### config.mk
export PLATFORM = sky130hd
export DESIGN_NAME = hazard_ctrl
export DESIGN_NICKNAME = d
export VERILOG_FILES = /design/src/rtl/hazard_ctrl.sv
export SDC_FILE = /design/constraint.sdc
export NUM_CORES = 1
export LEC_CHECK = 0
export ABC_CLOCK_PERIOD_IN_PS = 2490
export CORE_UTILIZATION = 39
export DETAILED_ROUTE_END_ITERATION = 16
export PLACE_DENSITY = 0.81
export SETUP_SLACK_MARGIN = 0.02
export SKIP_CTS_REPAIR_TIMING = 1
export SYNTH_ARGS = -nofsm -noshare
export SYNTH_HDL_FRONTEND = slang
export SYNTH_SLANG_ARGS = --single-unit
### constraint.sdc
create_clock -name clk -period 2.49 [get_ports clk]
set_input_delay 0.498 -clock clk [delete_from_list [all_inputs] [get_ports clk]]
set_output_delay 0.498 -clock clk [all_outputs]
set_load 0.02 [all_outputs]
### src/rtl/hazard_ctrl.sv
// hazard_ctrl: pipeline hazard and fetch-redirect controller for the 5-stage core.
//
// Resolves the post-reset boot hold, data-memory wait stalls, EX-stage
// branch/jump redirects and load-use hazards. A redirect that arrives while
// memory is busy is captured and applied in the first non-busy cycle.
//
// Optional feature macro: HAZARD_PERF_CNT_EN
//   defined   -> saturating stall/flush performance counters are built
//   undefined -> stall_cnt / flush_cnt are tied to zero, no counter flops
//
// Ports:
//   clk, rst                 core clock (rising edge), async active-high reset
//   id_rs1/id_rs2            source registers of the ID instruction
//   id_use_rs1/id_use_rs2    ID instruction really reads rs1 / rs2
//   ex_rd, ex_mem_read       destination and load flag of the EX instruction
//   ex_redirect, ex_target   EX resolved a taken branch/jump and its target
//   mem_busy                 data memory not ready, whole pipe holds
//   start                    hold PC during boot (registered)
//   stallF/stallD/stallE     hold PC, IF/ID, ID/EX
//   flushF                   load pc_restore into the PC
//   flushD/flushE            bubble IF/ID, ID/EX
//   pc_restore               redirect PC (valid when flushF=1)
//   stall_cnt, flush_cnt     performance counters

module hazard_ctrl #(
    parameter int unsigned BOOT_CYCLES = 4,
    parameter int unsigned XLEN        = 32
) (
    input  logic            clk,
    input  logic            rst,
    input  logic [4:0]      id_rs1,
    input  logic [4:0]      id_rs2,
    input  logic            id_use_rs1,
    input  logic            id_use_rs2,
    input  logic [4:0]      ex_rd,
    input  logic            ex_mem_read,
    input  logic            ex_redirect,
    input  logic [XLEN-1:0] ex_target,
    input  logic            mem_busy,
    output logic            start,
    output logic            stallF,
    output logic            stallD,
    output logic            stallE,
    output logic            flushF,
    output logic            flushD,
    output logic            flushE,
    output logic [XLEN-1:0] pc_restore,
    output logic [31:0]     stall_cnt,
    output logic [31:0]     flush_cnt
);

    typedef enum logic [1:0] {
        BOOT = 2'd0,
        RUN  = 2'd1,
        PEND = 2'd2
    } state_t;

    state_t            state_q, state_d;
    logic [7:0]        boot_cnt_q, boot_cnt_d;
    logic [XLEN-1:0]   pend_target_q, pend_target_d;
    logic              start_q;
    logic              load_use;

    assign load_use = ex_mem_read && (ex_rd != 5'd0) &&
                      ((id_use_rs1 && (id_rs1 == ex_rd)) ||
                       (id_use_rs2 && (id_rs2 == ex_rd)));

    always_ff @(posedge clk or posedge rst) begin
        if (rst) begin
            state_q       <= BOOT;
            boot_cnt_q    <= 8'(BOOT_CYCLES - 1);
            pend_target_q <= '0;
            start_q       <= 1'b1;
        end else begin
            state_q       <= state_d;
            boot_cnt_q    <= boot_cnt_d;
            pend_target_q <= pend_target_d;
            start_q       <= (state_d == BOOT);
        end
    end

    assign start = start_q;

    always_comb begin
        state_d       = state_q;
        boot_cnt_d    = boot_cnt_q;
        pend_target_d = pend_target_q;
        stallF        = 1'b0;
        stallD        = 1'b0;
        stallE        = 1'b0;
        flushF        = 1'b0;
        flushD        = 1'b0;
        flushE        = 1'b0;
        pc_restore    = ex_target;

        unique case (state_q)
            BOOT: begin
                flushD = 1'b1;
                flushE = 1'b1;
                // Counter reading 0 means this is the last boot cycle.
                if (boot_cnt_q == 8'd0) begin
                    state_d = RUN;
                end else begin
                    boot_cnt_d = boot_cnt_q - 8'd1;
                end
            end

            RUN: begin
                if (mem_busy) begin
                    stallF = 1'b1;
                    stallD = 1'b1;
                    stallE = 1'b1;
                    if (ex_redirect) begin
                        pend_target_d = ex_target;
                        state_d       = PEND;
                    end
                end else if (ex_redirect) begin
                    flushF = 1'b1;
                    flushD = 1'b1;
                    flushE = 1'b1;
                end else if (load_use) begin
                    stallF = 1'b1;
                    stallD = 1'b1;
                    flushE = 1'b1;
                end
            end

            PEND: begin
                pc_restore = pend_target_q;
                if (mem_busy) begin
                    stallF = 1'b1;
                    stallD = 1'b1;
                    stallE = 1'b1;
                end else begin
                    // The captured redirect wins; any new EX redirect this cycle is stale.
                    flushF  = 1'b1;
                    flushD  = 1'b1;
                    flushE  = 1'b1;
                    state_d = RUN;
                end
            end

            default: begin
                state_d = BOOT;
            end
        endcase
    end

`ifdef HAZARD_PERF_CNT_EN
    logic [31:0] stall_cnt_q, stall_cnt_d;
    logic [31:0] flush_cnt_q, flush_cnt_d;

    always_comb begin
        stall_cnt_d = stall_cnt_q;
        flush_cnt_d = flush_cnt_q;
        if ((state_q != BOOT) && stallF && (stall_cnt_q != '1)) begin
            stall_cnt_d = stall_cnt_q + 32'd1;
        end
        if (flushF && (flush_cnt_q != '1)) begin
            flush_cnt_d = flush_cnt_q + 32'd1;
        end
    end

    always_ff @(posedge clk or posedge rst) begin
        if (rst) begin
            stall_cnt_q <= '0;
            flush_cnt_q <= '0;
        end else begin
            stall_cnt_q <= stall_cnt_d;
            flush_cnt_q <= flush_cnt_d;
        end
    end

    assign stall_cnt = stall_cnt_q;
    assign flush_cnt = flush_cnt_q;
`else
    assign stall_cnt = '0;
    assign flush_cnt = '0;
`endif

endmodule

-- After elaboration in Yosys (flattened, before gate mapping)
Index checks and enable logic that the tools add are counted.
- bits in registers: 43
- bits of input ports: 54
- output and inout bits: 103
- word-level logic and storage cells: 42
- add/sub/neg operators: 1
- eq/ne operators: 4
- multiplexer cells: 20
- bitwise logic cells: 1
- reductions and logical operators: 12
- operator list (operator ; count):
    32-bit two-way mux ; 1
    5-bit equality test ; 2
    1-bit two-way mux ; 10
    8-bit zero test ; 1
    2-bit two-way mux ; 4
    8-bit by 1-bit subtractor with 8-bit output (second input constant) ; 1
    1-bit case mux with 3 select lines ; 2
    2-bit case mux with 3 select lines ; 1
    5-bit nonzero test ; 1
    1-bit logical AND ; 4
    2-bit zero test ; 2
    1-bit case mux with 2 select lines ; 2
    3-bit AND reduction ; 1
    2-bit by 1-bit equality test with 1-bit output (second input constant) ; 1
    2-bit equality test (second input constant) ; 1
    2-bit AND reduction ; 1
    2-bit OR reduction ; 1
    1-bit logical OR ; 1
    1-bit NOT ; 1

-- Logic depth before layout (Yosys ltp)
Gate-level depths: netlist of the first run.
- depth after elaboration: 8
- mapped depth: 7
- gate-level depth less buffers: 6

-- Worst setup path before layout of the first run
No wires, ideal clock.
- kind: register to output
- start point: register state_q[0]
- end point: output port stallF
- arrival: 1974 ps
- required time: 1992 ps
- path slack: 18 ps
- stages on the path, launching flop included: 8
- path buffers: 2
- path through: dfrtp_1 > inv_1 > ha_1 > buf_2 > a21oi_1 > or4b_1 > o22ai_1 > buf_4
- word-level cells in the longest chain between the ends: 2
- ends and longest elaborated chain (item ; line ; text):
    start, declared ; 58 ; state_t state_q, state_d;
    start signal, assigned ; 75 ; state_q <= state_d;
    2-bit equality test or 2-bit by 1-bit equality test with 1-bit output (tied branches) ; -- ;
    1-bit case mux with 2 select lines * ; -- ;
    end, declared ; 41 ; output logic stallF,
Mark *: on every way between the ends. The rest lies on a longest branch, timed or not.

-- Final worst setup path of the first run
- start point: input port ex_rd[0]
- end point: output port flushE
- word-level cells in the longest chain between the ends: 8
- ends and longest elaborated chain (item ; line ; text):
    start, declared ; 35 ; input logic [4:0] ex_rd,
    5-bit equality test (on tied branches) ; 65, 66 ;
    1-bit logical AND (on tied branches) ; 65, 66 ;
    1-bit logical OR ; 65 ; ((id_use_rs1 && (id_rs1 == ex_rd)) ||
    1-bit logical AND * ; 64 ; assign load_use = ex_mem_read && (ex_rd != 5'd0) &&
    1-bit two-way mux * ; 121 ; end else if (load_use) begin
    1-bit two-way mux * ; 117 ; end else if (ex_redirect) begin
    1-bit two-way mux * ; 109 ; if (mem_busy) begin
    1-bit case mux with 3 select lines * ; 96 ; unique case (state_q)
    end, declared ; 46 ; output logic flushE,
Marked as above.

==> impl_metrics.yaml, run 1 <==
clocking:
  clock_latency_ps: 290
  cts_tree: "done"
  clk_path_buf_depth: 2
  numCtsBuffers: 5
  h-tree-depth: 2
  clock_sinks: 43
  clock-root-buffer: "clkbuf_8"
  clkTransAtPathRegs_ps: 80
synthesis:
  syn_area_per_cell_um2: 11.3
  yosysWarningCount: 0
  async_flop_share_pct: 100
  yosys_register_bits: 43
  netlist_area_um2: 2870
  synth_top_cell_area_share_pct: 34.9
  synth_edf_count: 0
  ys_types: 35
  ys_top_cells_by_area: "dfrtp_1 (35%), mux2_2 (24%), buf_4 (17%)"
  seq_area_frac_synth_pct: 37.6
  synth_flop_cell: "dfrtp_1"
  yosysMostFrequentCell: "buf_4"
  yosys-top-cells-count: "buf_4 (65), mux2_2 (62), dfrtp_1 (40)"
  yosysTopAreaCell: "dfrtp_1"
  synthCells: 253
timing:
  setup-violations-final: 1
  tightest_slew_ps: 623
  fin_crit_sh_pct: 101
  fmax_ghz: 0.399
  slew-limit-headroom_pct: 58.2
  period_needed_ps: 2510
  skew_ps: 4.26
  maxSlewViolCount: 0
  rsz0062_at_grt: "yes"
  finalHoldViolCount: 0
  setup_ws_ps: -16.9
min_path:
  worstHoldStart: "pend_target_q[11]"
  hp-class: "reg -> reg"
  hold_path_depth: 1
  worstHoldEndpoint: "pend_target_q[11]"
layout:
  fill_cells: 592
  area_growth_pct: 41.6
  fin_nets: 423
  layout.cells.non_filler: 460
  drive_gt1_share_pct: 30.5
  antenna_cells: 0
worst_setup_path:
  r2r-end: "pend_target_q[16]"
  critPathArrivalTime_ps: 2010
  cp-start-kind: "primary input"
  ff2ff_path_depth: 7
  path_max_fanout: 2
  required_ps: 1990
  endpoint_kind: "primary output"
  rrSetupSlack_ps: 610
  r2r_start: "state_q[0]"
  critical_path_class: "in -> out"
outcome:
  violations: "negative setup slack"
  status: "finished, violations left"
place:
  portBuffers: 92
  dp_hpwl_um: 4470
  post-place-ws_ps: -554
  gp_congestion: 0.796
  dp_cells: 452
grt:
  grt-busiest-layer: "met2"
  grt_max_degree: 29
  grt-ovfl-total: 0
  grt_use_met1_pct: 15.7
  grt.met3_usage_pct: 3.49
  use_met2_pct: 26.8
  track_usage_pct: 14.4
  grt_pass1_wl_um: 8550
  grt_pass1_vias: 1916
  antenna_found_initial: 0
floorplanning:
  die_h_um: 87.8
  io-pin-count: 157
  fp-row-count: 30
  core-area_um2: 6940
  start_util_pct: 41.3
  die_area_um2: 7710
  fp.dieW_um: 87.8
pwr:
  leakagePower_nw: 2.09
  ir_drop_v: 0.000682
  power_density_nw_per_um2: 883
flow_run:
  maxCapViolations: 0
drt:
  wire_per_inst_um: 13.0
  drc: 0
  vias: 2051
  postRouteAntennaNets: 0
  vias_per_cell: 4.46
  first_pass_iters: 4
  drt-total-wl_um: 5960
  drt_iter0_markers: 27
[state kept, by name, indices dropped and copies added (netlist names)]
name	count
pend_target_q	32
boot_cnt_q	8
state_q	2
start	1
[where the power goes]
group	switching (mW)	leakage, nW	internal (mW)
Sequential	0.141	0.520	0.995
Combinational	0.889	1.51	1.00
Clock	0.237	0.0612	0.325
Total	1.27	2.09	2.32
[cells in the final DEF, fill, tap and decap left out, drive strengths merged, types with 3 or more instances in the layout]
cell,netlist,final
conb,1,64
mux2,64,64
clkdlybuf4s50,0,50
dfrtp,40,40
dlymetal6s2s,0,39
buf,72,22
xnor2,9,9
nor2,8,8
xor2,8,8
clkbuf,0,7
ha,6,6
inv,6,5
a21oi,5,5
nand2,4,4
nand3,4,4
dfstp,3,3
o22ai,3,3
nor4,3,3
[metal layers]
layer	vias up	part of all wire [%]
met2	101	50
met1	989	41
li1	953	-
met5	-	0
met3	8	7.2
met4	0	1.6
[worst max-delay path: stages]
cell and delay [ps]:
clkdlybuf4s50_1 440, buf_4 160, xor2_1 150, nor4_1 250, a32oi_2 130, o22ai_1 180
clkbuf_2 200
[stage by stage]
step | instance area [µm²] | util, % | hold WS (ps) | total power [mW] | TNS (ps)
2_1_floorplan | 3110 | - | 459 | 2.34 | 0
3_3_place_gp | 3800 | 54.7 | 469 | 2.97 | -1730
3_5_place_dp | 3800 | 54.7 | 485 | 3.03 | -1900
4_1_cts | 3910 | 56.4 | 503 | 3.61 | -8710
5_1_grt | 4070 | 58.5 | 512 | 3.80 | -299
6_report | 4070 | 58.5 | 500 | 3.59 | -16.9
[area by class of cell]
class                      count  area (µm²)  area share (%)
multi-input combinational    195        1540            37.8
clock buffer                   6        82.6            2.03
sequential                    43        1080            26.6
tap                           96         120            2.95
clock inverter                 2        35.0           0.862
inverter                       6        22.5           0.554
timing repair buffer         112        1190            29.3
[cells by family after synthesis]
| group | after synthesis | share of synthesized area (%) |
|---|---|---|
| and+or+nand+nor | 28 | 6.06 |
| AOI/OAI and AO/OA | 16 | 4.27 |
| DFF | 43 | 37.6 |
| muxes | 64 | 25.1 |
| buffers and inverters | 78 | 19.0 |
| adders and majority gates | 6 | 2.62 |
| xor gates and xnor gates | 17 | 5.19 |
| other | 1 | 0.131 |
[how the worst max path moves through the flow]
stage | slack, ps | from | cells past startpoint | to
after floorplan | 170 | state_q[0] | 7 | stallF
after global placement | -490 | ex_rd[3] | 6 | stallD
after detailed placement | -550 | ex_rd[3] | 6 | flushE
after CTS | -570 | ex_rd[3] | 6 | flushE
after global routing | -150 | ex_rd[0] | 7 | flushE
final | -20 | ex_rd[0] | 7 | flushE
No activity file was read; power rests on OpenSTA's default activity.
==> inputs of run 2 (changes only) <==
Settings changed: CTS_CLUSTER_SIZE set to 8.
==> results of run 2 <==
Same layout as run 1: the final DEF is identical, and so are final timing and power.
